<file path="config.mk">
export PLATFORM = sky130hd
export DESIGN_NAME = mch_dec_s2p_top
export DESIGN_NICKNAME = d
export VERILOG_FILES = /design/src/rtl/mch_dec_s2p_top.sv
export SDC_FILE = /design/constraint.sdc
export NUM_CORES = 1
export LEC_CHECK = 0
export ABC_AREA = 1
export CAP_MARGIN = 15
export CORE_ASPECT_RATIO = 1.5
export CORE_MARGIN = 8
export CORE_UTILIZATION = 50
export CTS_CLUSTER_SIZE = 14
export DETAILED_ROUTE_END_ITERATION = 10
export GPL_ROUTABILITY_DRIVEN = 0
export PLACE_DENSITY = 0.72
export SYNTH_ARGS = -nofsm -noshare
export SYNTH_HDL_FRONTEND = slang
export SYNTH_SLANG_ARGS = --single-unit
</file>
<file path="constraint.sdc">
create_clock -name clk -period 1.55 [get_ports clk]
set_input_delay 0.465 -clock clk [delete_from_list [all_inputs] [get_ports clk]]
set_output_delay 0.465 -clock clk [all_outputs]
set_load 0.01 [all_outputs]
</file>
<file path="src/rtl/mch_dec_s2p_top.sv">
// Manchester receiver: recovers bit timing from rxsdi, checks the sync word and
// delivers a fixed-length frame one byte at a time together with its index.
module mch_dec_s2p_top #(
  parameter int         CLK_PER_BIT = 16,
  parameter logic [7:0] SYNC_WORD   = 8'h2D,
  parameter int         N_BYTES     = 7,
  parameter int         IDLE_BITS   = 2
) (
  input  logic       clk,
  input  logic       rst,
  input  logic       rxsdi,
  output logic [7:0] rx_data,
  output logic [2:0] rx_idx,
  output logic       rx_valid,
  output logic       rx_done,
  output logic       rx_err,
  output logic [1:0] err_code,
  output logic       busy
);
  localparam int PH_W = $clog2(5*CLK_PER_BIT/4 + 2);
  localparam int IC_W = $clog2(IDLE_BITS*CLK_PER_BIT + 1);
  localparam logic [PH_W-1:0] PH_LO    = PH_W'(3*CLK_PER_BIT/4);
  localparam logic [PH_W-1:0] PH_HI    = PH_W'(5*CLK_PER_BIT/4);
  localparam logic [IC_W-1:0] IDLE_LIM = IC_W'(IDLE_BITS*CLK_PER_BIT);
  localparam logic [2:0]      LAST_IDX = 3'(N_BYTES-1);
  localparam logic [1:0]      ERR_SYNC = 2'd1;
  localparam logic [1:0]      ERR_MID  = 2'd2;

  typedef enum logic [1:0] {S_IDLE, S_ARMED, S_SYNC, S_DATA} state_t;

  state_t          state;
  logic [IC_W-1:0] idle_cnt;
  logic [PH_W-1:0] ph;
  logic [2:0]      bit_cnt;
  logic [2:0]      byte_idx;
  logic [7:0]      shreg_p0;
  logic            vld_p0;
  logic            rxsdi_p0, rxsdi_p1, rxsdi_p2;
  logic            edge_p2;
  logic            mid_ok;

  // Stage p0/p1: two-flop synchronizer; stage p2: previous level for edge detection
  always_ff @(posedge clk) begin
    rxsdi_p0 <= rxsdi;
    rxsdi_p1 <= rxsdi_p0;
    rxsdi_p2 <= rxsdi_p1;
  end

  assign edge_p2 = rxsdi_p1 ^ rxsdi_p2;
  assign mid_ok  = edge_p2 && (ph >= PH_LO) && (ph <= PH_HI);

  // Bit/byte stage: shreg_p0 collects bits, vld_p0 marks a full byte for the next cycle
  always_ff @(posedge clk) begin
    if (!rst) begin
      state    <= S_IDLE;
      idle_cnt <= '0;
      ph       <= '0;
      bit_cnt  <= '0;
      byte_idx <= '0;
      shreg_p0 <= '0;
      vld_p0   <= 1'b0;
      rx_data  <= '0;
      rx_idx   <= '0;
      rx_valid <= 1'b0;
      rx_done  <= 1'b0;
      rx_err   <= 1'b0;
      err_code <= '0;
      busy     <= 1'b0;
    end else begin
      rx_valid <= 1'b0;
      rx_done  <= 1'b0;
      rx_err   <= 1'b0;
      vld_p0   <= 1'b0;
      case (state)
        S_IDLE: begin
          if (!rxsdi_p1)
            idle_cnt <= '0;
          else if (idle_cnt == IDLE_LIM)
            state <= S_ARMED;
          else
            idle_cnt <= idle_cnt + 1'b1;
        end
        S_ARMED: begin
          // first falling edge is the mid-bit of the leading sync zero
          if (edge_p2 && !rxsdi_p1) begin
            shreg_p0 <= {shreg_p0[6:0], 1'b0};
            bit_cnt  <= 3'd1;
            ph       <= '0;
            busy     <= 1'b1;
            idle_cnt <= '0;
            state    <= S_SYNC;
          end
        end
        S_SYNC, S_DATA: begin
          ph <= ph + 1'b1;
          if (vld_p0) begin
            if (state == S_SYNC) begin
              if (shreg_p0 == SYNC_WORD) begin
                byte_idx <= '0;
                state    <= S_DATA;
              end else begin
                rx_err   <= 1'b1;
                err_code <= ERR_SYNC;
                busy     <= 1'b0;
                state    <= S_IDLE;
              end
            end else begin
              rx_data  <= shreg_p0;
              rx_idx   <= byte_idx;
              rx_valid <= 1'b1;
              byte_idx <= byte_idx + 1'b1;
              if (byte_idx == LAST_IDX) begin
                rx_done <= 1'b1;
                busy    <= 1'b0;
                state   <= S_IDLE;
              end
            end
          end else if (mid_ok) begin
            shreg_p0 <= {shreg_p0[6:0], rxsdi_p1};
            ph       <= '0;
            bit_cnt  <= bit_cnt + 1'b1;
            vld_p0   <= (bit_cnt == 3'd7);
          end else if (ph == PH_HI) begin
            rx_err   <= 1'b1;
            err_code <= ERR_MID;
            busy     <= 1'b0;
            state    <= S_IDLE;
          end
        end
        default: state <= S_IDLE;
      endcase
    end
  end
endmodule

</file>
==> summary.txt, run 1 <==
RSZ-0062 raised after global routing -> true
Final setup violation count -> 0
Max Cap Viol -> 0
Overflow after GRT -> 0
Post-DP HPWL -> 3610 um
Crit end category -> register
Slowest CP cell -> dfxtp_2
Antenna fix cells -> 0
#FFs+latches synth -> 48
Worst Setup SP -> rxsdi_p1
Final core occ -> 0.618
Synth Area in Adders -> 0.0499
Clock skew -> 0.00412 ns
Routed wire length -> 4920 um
Worst-case reg-to-reg path depth -> 10
Post-route DRC -> 0
Worst hold path startpoint -> rxsdi_p0
Met2 Wirelength -> 2660 um
Fillcell total -> 400
Initial antenna violation count -> 0
Max-slew violation total from the final report -> 0
VDD IR max -> 640 uV
Yosys cell types -> 29
Port bufs -> 19
Clock Tree Buf Depth -> 2
Number of synthesized flops with an enable pin -> 0
Largest family of logic cells by synthesized area -> simple AND/OR/NAND/NOR gates
CP startpoint kind -> register
Area of the multi-input gates -> 0.00114 mm2
Inst Count DP -> 372
Total GRT Usage -> 0.143
Hold depth -> 0
Tot Pwr -> 2.07 mW
Top FF cell, synth -> dfxtp_1
Final instance area -> 0.00274 mm2
Critical Path RT -> 1.79 ns
Worst reg2reg startpoint -> rxsdi_p1
Final Net Count -> 345
Placed cell area -> 0.00260 mm2
Fin crit share -> 0.943
WHS Endpoint -> rxsdi_p1
Post-synthesis compound-gate area fraction -> 0.138
Clk_lat worst skew -> 0.30 ns
Largest net degree at the start of global routing -> 22
Post-Synth Simple-Gate Area -> 0.288
Static leakage -> 1.28 nW
CP max stage delay -> 0.35 ns
Crit path buf inv count -> 3
Die area -> 0.00697 mm2
IO Pins -> 20
Reg-to-reg slack, setup -> 0.09 ns
Fin cells -> 382
Ys Warns -> 0
Fin crit period -> 1.46 ns
Metal1 wirelength -> 1980 um
Most common cell after layout, fill and taps aside -> nand2_1
Worst EP arrival -> 1.70 ns
WL per Instance -> 12.9 um
Worst-path clk slew -> 0.08 ns
Drt pass-1 iters -> 4
Most frequent cells in the layout -> 51 x nand2_1, 47 x nor2_1, 45 x dfxtp_1, 30 x inv_1, 19 x a21oi_1
Share of layout cells above drive strength 1 -> 0.183
CP max FO -> 8
Hold Crit Class -> register to register
Clock sinks -> 48
Storage element area -> 965 um2
Rows -> 30
Ys async rst share -> 0
DR iter-0 viols -> 123
Worst rel slew slack -> 0.761
Core area -> 0.00443 mm2
Post-route ant nets -> 0
Vias in the first global route -> 1,923
Post-synthesis sequential area ratio -> 0.425
Die height -> 98.3 um
Status -> completed
Initial Util -> 0.510
Post-Synthesis Net Count -> 308
Vias per inst -> 5.15
CTS root buffer -> clkbuf_8
Cells along the critical path -> inv_2, ha_4, inv_2, nand2_4, nor2_4, nand3_4, buf_12, nand3b_1, nand2_1, nor2_1
Post-Synthesis Cells -> 296
Mapped Area -> 0.00226 mm2
Cell mode on critical path -> inv_2
CP top delay family -> simple AND/OR/NAND/NOR gates
Highest routing layer actually used -> met4
XOR/XNOR Fraction of Synth Area -> 0.0155
P per Cell Area -> 755 mW/mm2
Critical path class -> register to register
Routed wl met3 -> 136 um
Routed via count -> 1,969
Die X -> 70.9 um
Worst-margin pin slew -> 0.358 ns
Area growth, synth to finish -> 21.2%
First-pass GRT wire length -> 8250 um
Final Hold Viols -> 0
H-Tree Depth -> 2
Max Clk Rate -> 684 MHz
Share of synthesized area spent on multiplexers -> 0
Total CTS buffers -> 5
CTS tree -> done
Synthesized area per cell -> 7.63 um2
Critical R2R Capture -> shreg_p0[2]
final cells by class:
type,instances,area share
clock buffer,8,0.0329
sequential,48,0.352
multi-input combinational,204,0.416
tap,48,0.0219
inverter,35,0.0480
timing repair buffer,39,0.129
Yosys cell counts, types with 4 or more instances:
cell     instances  area, um2
a21oi_2         11       96.3
nand3_2          4       40.0
nor2_1          48        180
nand3_1         18       90.1
ha_1             9        113
a21oi_1         19       95.1
nand2_2          4       25.0
o22ai_1          4       25.0
inv_1           32        120
nand2_1         51        191
nand4_1          6       37.5
o21ai_0         13       65.1
dfxtp_1         48        961
layer usage:
metal  GRT usage  vias to the layer above
met5           0                        -
met4      0.0660                        0
met3      0.0277                       12
met2       0.273                       38
met1       0.141                      898
li1            -                     1021
registers in the layout (all words and copies together), names as in the netlist, 2 cells and up:
signal and flops:
byte_idx 3, rx_idx 3, rx_data 8, err_code 2, idle_cnt 6, shreg_p0 8, ph 5, bit_cnt 3
state 2
per-stage QoR:
stage | TNS (ns) | hold slack, ns | worst slack (ns)
floorplan | 0 | 0.310 | 0.0196
global placement | -0.188 | 0.322 | -0.0323
detailed placement | -0.230 | 0.318 | -0.0387
CTS | 0 | 0.344 | 0.00743
global route | -0.00741 | 0.355 | -0.00741
finish | 0 | 0.342 | 0.0890
kinds of logic after synthesis:
group / Yosys count
simple gates: 140
compound gates: 51
flops: 48
buf+inv: 44
fa+ha+maj: 9
xor+xnor: 4
what timing repair did:
action	CTS	global route
endpoints found under the setup margin	17	21
buffers inserted	0	1
gates resized for setup	17	11
hold buffers	0	0
gates cloned	0	1
pin swaps	0	5
how the worst max path moves through the flow:
stage / depth (start not counted) / end / slack, ns
floorplan: 9 / shreg_p0[1] / 0.02
global placement: 5 / idle_cnt[5] / -0.03
detailed placement: 5 / idle_cnt[5] / -0.04
CTS: 10 / shreg_p0[2] / 0.007
global route: 10 / shreg_p0[2] / -0.007
finish: 10 / shreg_p0[2] / 0.09
where the power goes:
| part | internal (mW) | switching (mW) | leakage [nW] |
|---|---|---|---|
| logic | 0.0257 | 0.0358 | 0.850 |
| registers | 1.24 | 0.00537 | 0.389 |
| clock network | 0.364 | 0.395 | 0.0455 |
| total | 1.63 | 0.436 | 1.28 |
Note: power is estimated with default switching activity, not from simulation.
==> run 2, diff against run 1 <==
--- a/config.mk
+++ b/config.mk
@@ -5,7 +5,6 @@
 export SDC_FILE = /design/constraint.sdc
 export NUM_CORES = 1
 export LEC_CHECK = 0
-export ABC_AREA = 1
 export CAP_MARGIN = 15
 export CORE_ASPECT_RATIO = 1.5
 export CORE_MARGIN = 8
@@ -13,7 +12,7 @@
 export CTS_CLUSTER_SIZE = 14
 export DETAILED_ROUTE_END_ITERATION = 10
 export GPL_ROUTABILITY_DRIVEN = 0
-export PLACE_DENSITY = 0.72
+export PLACE_DENSITY = 0.73
 export SYNTH_ARGS = -nofsm -noshare
 export SYNTH_HDL_FRONTEND = slang
 export SYNTH_SLANG_ARGS = --single-unit
==> run 2 against run 1 <==
  * The flow now finishes with violations (setup timing)
  * Power is 24% higher
  * Design area is 9.2% higher
  * Sequential share of layout area is 3.0 points lower
  * Maximum frequency is 19% lower
  * Via count is 4.3% higher
==> summary.txt, run 2 <==
Status -> finished with violations
Failing checks -> setup timing
Vias per inst -> 5.79 (+12%)
Final Net Count -> 320 (-7.2%)
Worst-case reg-to-reg path depth -> 7 (-3)
CTS root buffer -> clkbuf_8
Clock Tree Buf Depth -> 2 (unchanged)
Yosys top cell area share -> 0.451 (+0.0252)
DR iter-0 viols -> 75 (-39%)
Slowest CP cell -> or4b_4
Port bufs -> 19 (unchanged)
Largest family of logic cells by synthesized area -> simple AND/OR/NAND/NOR gates
Post-synthesis compound-gate area fraction -> 0.194 (+0.0563)
Core area -> 0.00417 mm2 (-5.8%)
Worst-path clk slew -> 0.09 ns (about the same)
Cells along the critical path -> inv_2, ha_4, or4b_4, o22a_4, buf_6, nand4_1, o211ai_1
Crit path buf inv count -> 2 (-1)
Ys Warns -> 0 (unchanged)
Worst reg2reg startpoint -> rxsdi_p1
Area of the multi-input gates -> 0.00124 mm2 (+8.9%)
Rows -> 29 (-3.3%)
Post-DP HPWL -> 3780 um (+4.7%)
VDD IR max -> 827 uV (+29%)
Final setup violation count -> 17 (+17)
Mapped Area -> 0.00213 mm2 (-5.6%)
P per Cell Area -> 859 mW/mm2 (+14%)
Most common cell after layout, fill and taps aside -> dfxtp_1
Routed wire length -> 5590 um (+14%)
Clock sinks -> 48 (unchanged)
Overflow after GRT -> 0 (unchanged)
Post-route DRC -> 0 (unchanged)
Hold Crit Class -> register to register
Fin crit period -> 1.80 ns (+0.342 ns)
XOR/XNOR Fraction of Synth Area -> 0.0205 (+0.00503)
Ranking of synthesized cells by area -> dfxtp_1 45%, a21oi_1 7.7%, nand2_1 6.2%
Post-Synthesis Net Count -> 264 (-14%)
Crit end category -> register
RSZ-0062 raised after global routing -> true
Fillcell total -> 308 (-23%)
H-Tree Depth -> 2 (unchanged)
#FFs+latches synth -> 48 (unchanged)
Initial Util -> 0.511 (+0.00106)
Initial antenna violation count -> 0 (unchanged)
Post-Synth Simple-Gate Area -> 0.219 (-0.0686)
Most frequent cell after synthesis -> dfxtp_1
Drt pass-1 iters -> 4 (unchanged)
Post-route ant nets -> 0 (unchanged)
Total CTS buffers -> 5 (unchanged)
Max Clk Rate -> 555 MHz (-19%)
Synthesized area per cell -> 8.46 um2 (+11%)
Worst hold path startpoint -> rxsdi_p0
Storage element area -> 965 um2 (unchanged)
First-pass GRT wire length -> 9610 um (+17%)
CP max stage delay -> 0.51 ns (+0.16 ns)
WHS Endpoint -> rxsdi_p1
Number of synthesized flops with an enable pin -> 0 (unchanged)
IO Pins -> 20 (unchanged)
Cell taking the most area after synthesis -> dfxtp_1
Synth Area in Adders -> 0.0528 (+0.00296)
Total GRT Usage -> 0.173 (+0.0305)
CTS tree -> done
Die height -> 96.0 um (-2.4%)
Synth cell count leaders -> 48 x dfxtp_1, 35 x nand2_1, 33 x a21oi_1
Yosys cell types -> 42 (+45%)
Worst-margin pin slew -> 0.421 ns (+0.0627 ns)
Largest net degree at the start of global routing -> 24 (+9.1%)
TNS Setup -> -2.82 ns (-2.82 ns)
Critical R2R Capture -> bit_cnt[1]
Final Hold Viols -> 0 (unchanged)
Most frequent cells in the layout -> 45 x dfxtp_1, 40 x buf_4, 34 x nand2_1, 31 x a21oi_1
Static leakage -> 1.19 nW (-7.0%)
Die X -> 69.3 um (-2.2%)
Antenna fix cells -> 0 (unchanged)
Fin crit share -> 1.16 (+0.221)
WL per Instance -> 15.7 um (+22%)
Critical Path RT -> 1.73 ns (-0.06 ns)
Worst EP arrival -> 1.98 ns (+0.28 ns)
Hold depth -> 0 (unchanged)
Clk_lat worst skew -> 0.30 ns (about the same)
Regs by FF count -> rx_data: 8 flops, shreg_p0: 8 flops, idle_cnt: 6 flops
Area growth, synth to finish -> 40.2%
Routed via count -> 2,054 (+4.3%)
Die area -> 0.00665 mm2 (-4.5%)
Post-Synthesis Cells -> 252 (-15%)
Share of layout cells above drive strength 1 -> 0.291 (+0.109)
Inst Count DP -> 342 (-8.1%)
Post-synthesis sequential area ratio -> 0.451 (+0.0252)
Vias in the first global route -> 2,055 (+6.9%)
CP startpoint kind -> register
Reg-to-reg slack, setup -> -0.25 ns (-0.34 ns)
Top FF cell, synth -> dfxtp_1
Worst rel slew slack -> 0.719 (-0.0422)
Max Cap Viol -> 0 (unchanged)
Ys async rst share -> 0 (unchanged)
Critical path class -> register to register
Post-route setup slack -> -0.253 ns (-0.342 ns)
Share of synthesized area spent on multiplexers -> 0.00939 (+0.00939)
Post-placement setup slack -> -0.342 ns (-0.303 ns)
Fin cells -> 355 (-7.1%)
Max-slew violation total from the final report -> 0 (unchanged)
CP top delay family -> simple AND/OR/NAND/NOR gates
CP max FO -> 6 (-2)
Clock skew -> 0.00539 ns (+0.00127 ns)
## run 2: through the flow
step	instance area, um2	hold WS (ns)	util	power [mW]
after floorplan	2150	0.310	-	1.32
after global placement	2630	0.329	0.630	1.37
after detailed placement	2630	0.314	0.630	1.37
after CTS	2920	0.336	0.699	2.59
after global routing	2990	0.344	0.716	2.65
final	2990	0.332	0.716	2.57
## run 2: report_power, final
part	switching, mW	internal, mW	leakage, nW	total, mW
Combinational	0.0499	0.0414	0.728	0.0912
Clock	0.419	0.806	0.0784	1.22
Sequential	0.00768	1.24	0.389	1.25
## run 2: layout make-up
| cell class | instances | share of cell area |
|---|---|---|
| flip-flops and latches | 48 | 0.323 |
| well taps | 46 | 0.0193 |
| repair buffers | 63 | 0.175 |
| multi-input cells | 178 | 0.415 |
| inverters | 12 | 0.0151 |
| clock buffers | 5 | 0.0230 |
| clock inverters | 3 | 0.0301 |
## run 2: metal layers
layer / wire, um / up-vias / GRT usage
li1: - / 1016 / -
met1: 2280 / 994 / 0.188
met2: 3000 / 30 / 0.316
met3: 151 / 14 / 0.0330
met4: 149 / 0 / 0.0892
met5: 0 / - / 0
## run 2: worst max-delay path by stage
| stage | from | endpoint | slack (ns) | cells past startpoint |
|---|---|---|---|---|
| after global placement | rxsdi_p1 | bit_cnt[2] | -0.31 | 6 |
| after CTS | rxsdi_p1 | bit_cnt[1] | -0.26 | 7 |
| after detailed placement | rxsdi_p2 | bit_cnt[2] | -0.34 | 5 |
| after global routing | rxsdi_p1 | bit_cnt[1] | -0.30 | 7 |
| after floorplan | rxsdi_p1 | ph[4] | -0.27 | 7 |
| final | rxsdi_p1 | bit_cnt[1] | -0.25 | 7 |
## run 2: repair_timing
action	in CTS	in global routing
setup buffers	3	2
pin swaps	18	10
resized for setup	49	15
hold buffers	0	0
setup endpoints to repair	36	28
## run 2: cells by family (layout without fill, tap and decap cells)
family,count (synthesis),count (layout)
AO/OA/AOI/OAI,68,68
buffers and inverters,26,83
XOR/XNOR,5,5
adder cells (fa/ha/maj),9,9
multiplexers,2,2
AND/OR/NAND/NOR,94,94
flip-flops,48,48
